$ cat src/rtl/mem_stage.sv
// mem_stage: memory-access stage of the five-stage LoongArch pipeline.
// Latches the execute-to-memory bus, captures the synchronous data-SRAM read
// word, aligns and extends load results, and publishes the write-back bus,
// the decode forwarding bus and the exception/ERTN indications.
//
// Build option: define MEM_LOAD_FWD_EN to advertise loads held in this stage
// as forwardable (load bit of MEM_wr_bus stays low). Without it, the load bit
// is raised so decode waits until the load reaches write-back.
module mem_stage #(
    parameter int BUS_IN_W  = 189,
    parameter int BUS_OUT_W = 188
) (
    input  logic                 clk,
    input  logic                 resetn,

    input  logic                 EXE_to_MEM_valid,
    output logic                 MEM_allow_in,
    input  logic [BUS_IN_W-1:0]  EXE_to_MEM_bus,
    input  logic [31:0]          data_sram_rdata,

    output logic                 MEM_to_WB_valid,
    input  logic                 WB_allow_in,
    output logic [BUS_OUT_W-1:0] MEM_to_WB_bus,

    output logic [38:0]          MEM_wr_bus,
    output logic                 MEM_ex,
    output logic                 MEM_ertn,

    input  logic                 wb_ex,
    input  logic                 ertn_flush
);

    // Load opcodes, matched on inst[31:22].
    localparam logic [9:0] OP_LD_B  = 10'b0010100000;
    localparam logic [9:0] OP_LD_H  = 10'b0010100001;
    localparam logic [9:0] OP_LD_W  = 10'b0010100010;
    localparam logic [9:0] OP_LD_BU = 10'b0010101000;
    localparam logic [9:0] OP_LD_HU = 10'b0010101001;

`ifdef MEM_LOAD_FWD_EN
    localparam logic LOAD_HAZ = 1'b0;
`else
    localparam logic LOAD_HAZ = 1'b1;
`endif

    // Stage state.
    logic                mem_valid_q,  mem_valid_d;
    logic [BUS_IN_W-1:0] bus_q,        bus_d;
    logic [31:0]         rdata_hold_q, rdata_hold_d;
    logic                hold_vld_q,   hold_vld_d;

    // Handshake.
    logic mem_ready_go;
    logic advance;
    logic flush;

    // Field views of the latched bus.
    logic        ertn;
    logic [5:0]  ex_type;
    logic [31:0] exe_result;
    logic        res_from_mem;
    logic        gr_we;
    logic [4:0]  dest;
    logic [9:0]  op;

    // Load datapath.
    logic [31:0] load_raw;
    logic [1:0]  byte_addr;
    logic [7:0]  load_byte;
    logic [15:0] load_half;
    logic [31:0] load_aligned;
    logic [31:0] final_result;

    // The stage never waits on anything internal; the SRAM answers in one cycle.
    assign mem_ready_go    = 1'b1;
    assign flush           = wb_ex | ertn_flush;
    assign MEM_to_WB_valid = mem_valid_q & mem_ready_go;
    assign advance         = MEM_to_WB_valid & WB_allow_in;
    assign MEM_allow_in    = ~mem_valid_q | advance;

    assign ertn         = bus_q[109];
    assign ex_type      = bus_q[108:103];
    assign exe_result   = bus_q[102:71];
    assign res_from_mem = bus_q[70];
    assign gr_we        = bus_q[69];
    assign dest         = bus_q[68:64];
    assign op           = bus_q[31:22];

    // Next state: flush kills occupancy but still lets the bus load, and the
    // first-cycle SRAM word is parked while the stage is stalled because the
    // execute stage may reuse the SRAM port meanwhile.
    always_comb begin
        mem_valid_d  = mem_valid_q;
        bus_d        = bus_q;
        rdata_hold_d = rdata_hold_q;
        hold_vld_d   = hold_vld_q;

        if (flush) begin
            mem_valid_d = 1'b0;
        end else if (MEM_allow_in) begin
            mem_valid_d = EXE_to_MEM_valid;
        end

        if (EXE_to_MEM_valid & MEM_allow_in) begin
            bus_d = EXE_to_MEM_bus;
        end

        if (advance | flush) begin
            hold_vld_d = 1'b0;
        end else if (mem_valid_q & ~hold_vld_q) begin
            hold_vld_d   = 1'b1;
            rdata_hold_d = data_sram_rdata;
        end
    end

    // State registers; everything clears asynchronously so outputs go quiet at once.
    always_ff @(posedge clk or negedge resetn) begin
        if (!resetn) begin
            mem_valid_q  <= 1'b0;
            bus_q        <= '0;
            rdata_hold_q <= '0;
            hold_vld_q   <= 1'b0;
        end else begin
            mem_valid_q  <= mem_valid_d;
            bus_q        <= bus_d;
            rdata_hold_q <= rdata_hold_d;
            hold_vld_q   <= hold_vld_d;
        end
    end

    // Pick the parked word once the first valid cycle has passed.
    assign load_raw  = hold_vld_q ? rdata_hold_q : data_sram_rdata;
    assign byte_addr = exe_result[1:0];

    // Select the addressed byte and halfword out of the raw word.
    always_comb begin
        load_byte = load_raw[7:0];
        case (byte_addr)
            2'd0: load_byte = load_raw[7:0];
            2'd1: load_byte = load_raw[15:8];
            2'd2: load_byte = load_raw[23:16];
            2'd3: load_byte = load_raw[31:24];
            default: load_byte = load_raw[7:0];
        endcase
        load_half = byte_addr[1] ? load_raw[31:16] : load_raw[15:0];
    end

    // Extend according to the load flavour; an unrecognised opcode passes the word.
    always_comb begin
        load_aligned = load_raw;
        case (op)
            OP_LD_B:  load_aligned = {{24{load_byte[7]}}, load_byte};
            OP_LD_H:  load_aligned = {{16{load_half[15]}}, load_half};
            OP_LD_W:  load_aligned = load_raw;
            OP_LD_BU: load_aligned = {24'd0, load_byte};
            OP_LD_HU: load_aligned = {16'd0, load_half};
            default:  load_aligned = load_raw;
        endcase
    end

    assign final_result = res_from_mem ? load_aligned : exe_result;

    // Downstream bus drops res_from_mem and substitutes the final result.
    assign MEM_to_WB_bus = {bus_q[188:103], final_result, bus_q[69:0]};

    // gr_we is forwarded untouched; write-back squashes it on an exception.
    assign MEM_wr_bus = {mem_valid_q & gr_we,
                         mem_valid_q & res_from_mem & LOAD_HAZ,
                         dest,
                         final_result};

    assign MEM_ex   = (|ex_type) & mem_valid_q;
    assign MEM_ertn = ertn & mem_valid_q;

endmodule

$ cat config.mk
export PLATFORM = sky130hd
export DESIGN_NAME = mem_stage
export DESIGN_NICKNAME = d
export VERILOG_FILES = /design/src/rtl/mem_stage.sv
export SDC_FILE = /design/constraint.sdc
export NUM_CORES = 1
export LEC_CHECK = 0
export CAP_MARGIN = 20
export CELL_PAD_IN_SITES_DETAIL_PLACEMENT = 1
export CELL_PAD_IN_SITES_GLOBAL_PLACEMENT = 1
export CORE_AREA = 2 2 179 181
export CTS_CLUSTER_DIAMETER = 200
export CTS_CLUSTER_SIZE = 10
export DETAILED_ROUTE_END_ITERATION = 8
export DIE_AREA = 0 0 181 183
export PLACE_DENSITY = 0.89
export SLEW_MARGIN = 40
export SYNTH_ARGS = -nofsm -noshare
export SYNTH_HDL_FRONTEND = slang
export SYNTH_SLANG_ARGS = --single-unit
$ cat constraint.sdc
create_clock -name clk -period 10.4 [get_ports clk]
set_input_delay 3.12 -clock clk [delete_from_list [all_inputs] [get_ports clk]]
set_output_delay 3.12 -clock clk [all_outputs]
set_load 0.01 [all_outputs]
==> flow_summary.toml, run 1 <==
[placed_design]
dp_hpwl_mm = 27.0
portBuffers = 457
gp_congestion = 0.805

[final_layout]
layout.cells.most_common = "clkdlybuf4s50_1"
nNetsFinal = 1351
area_delta_synth_final_pct = 37.3
final_cell_mix = "456 x clkdlybuf4s50_1, 226 x mux2_2, 221 x dfrtp_1, 27 x clkbuf_16"
drive_gt1_share_pct = 26.7

[synth]
synth_ff_type = "dfrtp_1"
synth_edf_count = 0
yosysSeqAreaShare_pct = 49.2
yosysTopAreaCell = "dfrtp_1"
ys_types = 45
async_reset_ff_share_pct = 100
ys_seq_elements = 223
synth_warnings = 0
syn-cell-area_mm2 = 0.0113
synth_nets = 1094
synth_area_leaders = "dfrtp_1 49%, mux2_2 22%, buf_4 13%, mux2i_1 2.1%, mux4_2 1.8%"
avgSynthCellArea_um2 = 13.1
synth_top_area_share_pct = 49.2
syn_inst = 867

[clock_tree]
clock_path_buffers = 3
cts_tree = "built"
clk-insertion-delay-late_ps = 530
hold_buffers = 0
h-tree-depth = 1
post_cts_resized = 0
cts_setup_buffers = 0
clkSlewWorstSetupHoldPaths_ps = 50
root_buffer = "clkbuf_16"
cts_sinks = 223
cts_buffers = 26

[sta]
worstMarginPinSlew_ps = 813
totalNegativeSetupSlack_ps = 0
slew_viol_final = 0
hold_ws_ps = 483
slew_headroom_pct = 45.7
rsz0062_at_grt = "false"
min_period_ps = 8980
setup_violations = 0
finalClockSkew_ps = 18.0
report.final.hold_viol_count = 0
timing.fmax_mhz = 111
layout_worst_path_cycle_share_pct = 86.3

[floorplan]
die_area_mm2 = 0.0331
die_x_um = 181
die_y_um = 183
pin_count = 458
num_rows = 65
core-area_mm2 = 0.0312
initial_core_util_pct = 36.3

[pwr]
power_density_mw_per_mm2 = 162
power.internal_mw = 1.83
clkPwrFrac_pct = 32.0
p_sw_share_pct = 27.4
seqPwrFrac_pct = 41.8
pwr-share-comb_pct = 26.2
p_switching_uw = 689
power_mw = 2.52
p_leak_nw = 6.24
vdd_drop_max_v = 0.000128

[grt]
grt_pass1_vias = 8720
overflow = 0
grt_pass1_wl_mm = 53.8
antenna_found_initial = 10
grt_max_degree = 134
grt_use_total_pct = 21.5

[drt]
vias = 7632
drc = 0
drtIter0Drc = 252
viasPerCell = 4.98
wire_per_inst_um = 23.8
firstDrtPassIters = 4
ant_nets = 0
routed_wirelength_mm = 36.5

[job]
maxCapViolations = 0

[worst_setup_path]
reg2reg_slack_ps = 7920
crit_type = "input pin to output pin"
worstSetupStartpointType = "input pin"
critPathRequiredTime_ps = 7280
arrival_ps = 5860
cp_max_fo = 16
end_kind = "output pin"

[outcome]
outcome = "finished clean"

[hold_path]
hold_path.class = "flop to flop"
synth_stat cells (2+ instances only):
cell / instances
mux2_2: 226
dfrtp_1: 223
buf_4: 193
nand2_1: 25
mux2i_1: 24
buf_2: 20
inv_1: 20
clkbuf_1: 15
o221ai_2: 10
mux4_2: 9
a21oi_1: 8
o22ai_1: 7
o2bb2ai_1: 7
a311oi_1: 6
and3b_1: 6
nor2_1: 6
o21ai_0: 6
o221ai_1: 6
or2_2: 6
buf_6: 5
and2_1: 4
nand2b_1: 4
buf_1: 3
mux2_1: 3
mux4_1: 2
o211ai_1: 2
or2_4: 2
or4b_4: 2
final timing paths:
kind	to	from	depth (start not counted)
max in group asynchronous	bus_q[121]	resetn	2
min	rdata_hold_q[4]	rdata_hold_q[4]	1
max	MEM_wr_bus[18]	data_sram_rdata[15]	6
max reg2reg	bus_q[122]	MEM_to_WB_valid	4
min reg2reg	rdata_hold_q[4]	rdata_hold_q[4]	1
min in group asynchronous	bus_q[70]	resetn	1
state kept, by name (all words and copies together), names as in the netlist:
| signal | flops |
|---|---|
| MEM_to_WB_valid | 1 |
| rdata_hold_q | 32 |
| bus_q | 189 |
| hold_vld_q | 1 |
power groups by stage:
| stage | Combinational, mW | Clock [mW] | Sequential [mW] |
|---|---|---|---|
| CTS | 0.668 | 0.833 | 1.05 |
| global placement | 0.641 | 0 | 1.05 |
| floorplan | 0.396 | 0 | 1.04 |
| detailed placement | 0.661 | 0 | 1.06 |
| global route | 0.695 | 0.864 | 1.06 |
| finish | 0.659 | 0.806 | 1.05 |
logic make-up (layout without fill, tap and decap cells):
family | count (synthesis) | count (layout) | synth area share [%]
other cells | 0 | 5 | 0
buf+inv | 257 | 516 | 15.5
compound gates | 62 | 62 | 5.04
flops | 223 | 223 | 49.2
mux | 264 | 264 | 27.1
simple gates | 61 | 61 | 3.15
layout make-up:
type                       count  area [um2]
inverter                      21        78.8
timing repair buffer         465        4660
tap                          402         503
clock inverter                 1        8.76
fill                        3121       15700
clock buffer                  29         683
antenna                        5        12.5
sequential                   223        5580
multi-input combinational    387        4030
routing by layer:
| layer | share of wire (%) | track usage (%) | vias up |
|---|---|---|---|
| li1 | - | - | 3351 |
| met1 | 33 | 20.8 | 3851 |
| met2 | 54 | 40.7 | 341 |
| met3 | 9.7 | 8.48 | 83 |
| met4 | 4.0 | 8.55 | 6 |
| met5 | 0.11 | 0 | - |
critical path, stage by stage:
cell and delay, ps:
clkdlybuf4s50_1 460, mux4_2 480, or2_4 280, a32oi_4 630, o221ai_1 330, clkdlybuf4s50_1 560
metrics by stage:
stage / worst slack, ps / utilization [%] / std cells / instance area (um2)
floorplan: 2680 / - / 867 / 11300
global placement: 1470 / 47.5 / 1498 / 14800
detailed placement: 1430 / 47.6 / 1498 / 14900
CTS: 1420 / 49.8 / 1528 / 15500
global route: 1340 / 49.8 / 1529 / 15500
finish: 1420 / 49.8 / 1533 / 15600
No activity file was read; power rests on OpenSTA's default activity.
==> run 2, diff against run 1 <==
Settings changed: GPL_TIMING_DRIVEN from default to 0.
==> run 2 against run 1 <==
- global-route usage rose by 2.8 points
- count of clock-buffer cells in the layout fell by 3
- via count rose by 12%
- flip-flop and latch count did not move
==> flow_summary.toml, run 2 (synthesis gave the netlist of run 1 again) <==
[sta]
setup_violations = 0
slew_viol_final = 0
layout_worst_path_cycle_share_pct = 87.8
report.final.hold_viol_count = 0
rsz0062_at_grt = "false"
slew_headroom_pct = 44.8
worstMarginPinSlew_ps = 828
timing.fmax_mhz = 109
finalClockSkew_ps = 29.1
worst_slack_ps = 1270
min_period_ps = 9130

[worst_setup_path]
critPathLaunch = "data_sram_rdata[23]"
rr_startpoint = "MEM_to_WB_valid"
crit_chain = "clkdlybuf4s50_1, mux2i_1, a221oi_2, a311oi_4, a221oi_1, buf_4, clkdlybuf4s50_1"
reg2reg_slack_ps = 7770
crit_path_max_incr_delay_ps = 670
end_kind = "output pin"
critPathRequiredTime_ps = 7280
arrival_ps = 6010
r2r.worst_path.cells = 5
crit_end = "MEM_wr_bus[11]"
crit_top_cell = "clkdlybuf4s50_1"
critPathSlowestCell = "a221oi_1"
worstSetupStartpointType = "input pin"
r2r-end = "bus_q[74]"
crit_type = "input pin to output pin"
cp_max_fo = 7

[drt]
wire_per_inst_um = 23.0
routed_wirelength_mm = 40.5
vias = 8576
firstDrtPassIters = 4
viasPerCell = 4.88
ant_nets = 0
drtIter0Drc = 346
drc = 0

[final_layout]
fin_cells = 1759
final_cell_mix = "456 x clkdlybuf4s50_1, 226 x mux2_2, 223 x dfrtp_1, 193 x buf_4, 26 x clkbuf_16"
postLayoutCoreUtil_pct = 55.1
layout.cells.most_common = "clkdlybuf4s50_1"
largest_reg_flops = 189
nNetsFinal = 1582
fillers = 3147
top_register = "bus_q"
largest_registers = "bus_q: 189 flops, rdata_hold_q: 32 flops"
drive_gt1_share_pct = 37.6
area_delta_synth_final_pct = 51.7

[floorplan]
die_x_um = 181
core-area_mm2 = 0.0312
die_area_mm2 = 0.0331
initial_core_util_pct = 36.3
die_y_um = 183
num_rows = 65
pin_count = 458

[grt]
grt_pass1_vias = 9900
grt_max_degree = 72
grt_pass1_wl_mm = 61.0
antenna_found_initial = 7
grt_use_total_pct = 24.3
overflow = 0

[clock_tree]
hold_buffers = 0
clock_path_buffers = 3
clk-insertion-delay-late_ps = 550
root_buffer = "clkbuf_16"
cts_setup_buffers = 0
h-tree-depth = 1
post_cts_resized = 0
cts_tree = "built"
cts_sinks = 223
cts_buffers = 26
clkSlewWorstSetupHoldPaths_ps = 60

[job]
maxCapViolations = 0

[placed_design]
placedCellCount = 1729
portBuffers = 457
dpl_worst_slack_ps = 1270
dp_hpwl_mm = 31.6
gp_congestion = 0.831

[outcome]
outcome = "finished clean"

[pwr]
power_density_mw_per_mm2 = 155
p_leak_nw = 7.30
vdd_drop_max_v = 0.000137

[hold_path]
hold_path.class = "flop to flop"
-- run 2: changes by cell type in the layout (fill, tap and decap cells not counted), sizes merged --
cell    change
clkinv      +1
buf       +216
clkbuf     +12
diode       -3
-- run 2: area by class of cell --
cell class	instances	area [um2]	share of cell area [%]
multi-input cells	387	4000	23.3
diodes	2	5.00	0.0291
inverters	21	78.8	0.458
flip-flops and latches	223	5580	32.5
clock inverters	2	38.8	0.226
clock buffers	26	651	3.78
plain buffers	236	1670	9.73
repair buffers	460	4660	27.1
well taps	402	503	2.93
-- run 2: power breakdown --
group,internal (mW),total (mW),switching [mW]
sequential,0.979,1.05,0.0720
clock,0.443,0.804,0.361
combinational,0.503,0.810,0.307
total,1.93,2.66,0.740
-- run 2: metrics by stage --
| stage | hold slack [ps] | area [um2] | total power [mW] | setup TNS (ps) |
|---|---|---|---|---|
| after floorplan | 452 | 11300 | 1.43 | 0 |
| after global placement | 466 | 16400 | 1.83 | -858950 |
| after detailed placement | 476 | 16500 | 1.87 | 0 |
| after CTS | 488 | 17200 | 2.69 | 0 |
| after global routing | 514 | 17200 | 2.78 | 0 |
| final | 489 | 17200 | 2.66 | 0 |
-- run 2: worst max-delay path, delay by kind of cell --
family                 cells  cell delay, ps
AOI/OAI and AO/OA          3            1470
muxes                      1             180
buffers and inverters      3            1230
-- run 2: how the worst min path moves through the flow --
stage,start,to,slack (ps),depth (start not counted)
global placement,rdata_hold_q[5],rdata_hold_q[5],470,1
floorplan,rdata_hold_q[4],rdata_hold_q[4],450,1
CTS,rdata_hold_q[4],rdata_hold_q[4],490,1
global route,bus_q[145],bus_q[145],510,1
finish,rdata_hold_q[4],rdata_hold_q[4],490,1
detailed placement,rdata_hold_q[4],rdata_hold_q[4],480,1
-- run 2: layer usage --
| layer | routed length [um] | up-vias | global-route usage, % |
|---|---|---|---|
| li1 | - | 3808 | - |
| met1 | 13700 | 4355 | 24.8 |
| met2 | 22400 | 339 | 47.8 |
| met3 | 3110 | 68 | 7.01 |
| met4 | 1210 | 6 | 6.67 |
| met5 | 47 | - | 0 |
==> run 3, diff against run 2 <==
Settings changed: PLACE_DENSITY 0.89 to default, PLACE_DENSITY_LB_ADDON from default to 0.3, SLEW_MARGIN 40 to 20.
==> run 3 against run 2 <==
- die area did not move
- global-route usage down 1.6 points
- via count shrank 1.6%
- wire length decreased by 6.5%
- highest routed layer unchanged
- cell count hardly changed
- sequential power hardly changed
- clock power is 2% lower
- total power shrank 1.2%
==> flow_summary.toml, run 3 (synthesis gave the netlist of run 1 again) <==
[sta]
worst_slack_ps = 1430
totalNegativeSetupSlack_ps = 0
finalClockSkew_ps = 22.6
timing.fmax_mhz = 112
min_period_ps = 8970
hold_ws_ps = 483
report.final.hold_viol_count = 0
setup_violations = 0
slew_headroom_pct = 46.8
worstMarginPinSlew_ps = 798
slew_viol_final = 0
layout_worst_path_cycle_share_pct = 86.2
rsz0062_at_grt = "false"

[final_layout]
drive_gt1_share_pct = 37.6
area_delta_synth_final_pct = 51.4
fin_cells = 1760
nNetsFinal = 1581
design_area_mm2 = 0.0172
largest_reg_flops = 189
layout.cells.most_common = "clkdlybuf4s50_1"
final_cell_mix = "456 x clkdlybuf4s50_1, 226 x mux2_2, 223 x dfrtp_1, 193 x buf_4, 26 x clkbuf_16"
largest_registers = "bus_q: 189 flops, rdata_hold_q: 32 flops"
top_register = "bus_q"
postLayoutCoreUtil_pct = 54.9

[hold_path]
whs_path_depth = 1
min_from = "rdata_hold_q[5]"
hold_path.class = "flop to flop"
min_to = "rdata_hold_q[5]"

[floorplan]
die_y_um = 183
pin_count = 458
core-area_mm2 = 0.0312
die_area_mm2 = 0.0331
num_rows = 65
die_x_um = 181
initial_core_util_pct = 36.3

[worst_setup_path]
crit_top_cell = "clkdlybuf4s50_1"
r2r-end = "bus_q[68]"
rr_startpoint = "MEM_to_WB_valid"
r2r.worst_path.cells = 5
worstSetupStartpointType = "input pin"
critPathLaunch = "data_sram_rdata[23]"
crit_type = "input pin to output pin"
arrival_ps = 5850
crit_chain = "clkdlybuf4s50_1, mux2i_1, a221oi_2, a311oi_4, a221oi_1, buf_4, clkdlybuf4s50_1"
critPathRequiredTime_ps = 7280
cp_max_fo = 7
reg2reg_slack_ps = 7830
worstPathBufferInverterCount = 3
critPathSlowestCell = "a221oi_2"
crit_path_max_incr_delay_ps = 550
crit_family = "compound AO/OA/AOI/OAI gates"
end_kind = "output pin"

[clock_tree]
cts_setup_buffers = 0
clk-insertion-delay-late_ps = 540
h-tree-depth = 1
hold_buffers = 0
root_buffer = "clkbuf_16"
cts_tree = "built"
cts_buffers = 26
post_cts_resized = 0
clkSlewWorstSetupHoldPaths_ps = 50
clock_path_buffers = 3
cts_sinks = 223

[placed_design]
placedCellCount = 1728
gp_congestion = 0.813
dpl_worst_slack_ps = 1420
place_area_mm2 = 0.0165
dp_hpwl_mm = 30.0
portBuffers = 457

[drt]
routed_wirelength_mm = 37.9
firstDrtPassIters = 6
ant_nets = 0
vias = 8437
drc = 0
wire_per_inst_um = 21.5
drtIter0Drc = 284
viasPerCell = 4.79

[outcome]
outcome = "finished clean"

[pwr]
p_switching_uw = 713
p_leak_nw = 7.28
power_density_mw_per_mm2 = 154
power.internal_mw = 1.92
power_mw = 2.63
clkPwrFrac_pct = 30.0
pwr-share-comb_pct = 30.3
p_sw_share_pct = 27.1
vdd_drop_max_v = 0.000137
seqPwrFrac_pct = 39.7

[job]
maxCapViolations = 0

[grt]
grt_pass1_vias = 9583
grt_pass1_wl_mm = 56.8
grt_max_degree = 88
antenna_found_initial = 8
overflow = 0
grt_use_total_pct = 22.6
run 3: area by class of cell:
| type | count | area, um2 |
|---|---|---|
| repair buffers | 459 | 4630 |
| clock buffers | 26 | 651 |
| plain buffers | 236 | 1670 |
| inverters | 21 | 78.8 |
| multi-input cells | 387 | 4000 |
| fillers | 3208 | 14100 |
| flip-flops and latches | 223 | 5580 |
| clock inverters | 2 | 25.0 |
| diodes | 4 | 10.0 |
| well taps | 402 | 503 |
run 3: worst max path at each step:
stage                           to  cells past startpoint
finish              MEM_wr_bus[11]                      7
global route        MEM_wr_bus[11]                      7
CTS                 MEM_wr_bus[11]                      7
detailed placement  MEM_wr_bus[11]                      7
global placement         bus_q[51]                      1
floorplan           MEM_wr_bus[11]                      5
run 3: per-layer routing:
| metal | vias to the layer above | share of wire [%] | track usage [%] |
|---|---|---|---|
| met5 | - | 0.10 | 0 |
| met3 | 55 | 9.9 | 9.33 |
| met2 | 330 | 53 | 41.4 |
| met1 | 4241 | 35 | 23.7 |
| li1 | 3805 | - | - |
| met4 | 6 | 2.5 | 6.96 |
run 3: power groups by stage:
stage / clock (mW) / combinational (mW) / sequential, mW
6_report: 0.790 / 0.798 / 1.05
5_1_grt: 0.850 / 0.850 / 1.06
4_1_cts: 0.819 / 0.808 / 1.05
3_5_place_dp: 0 / 0.803 / 1.06
3_3_place_gp: 0 / 0.784 / 1.05
2_1_floorplan: 0 / 0.396 / 1.04
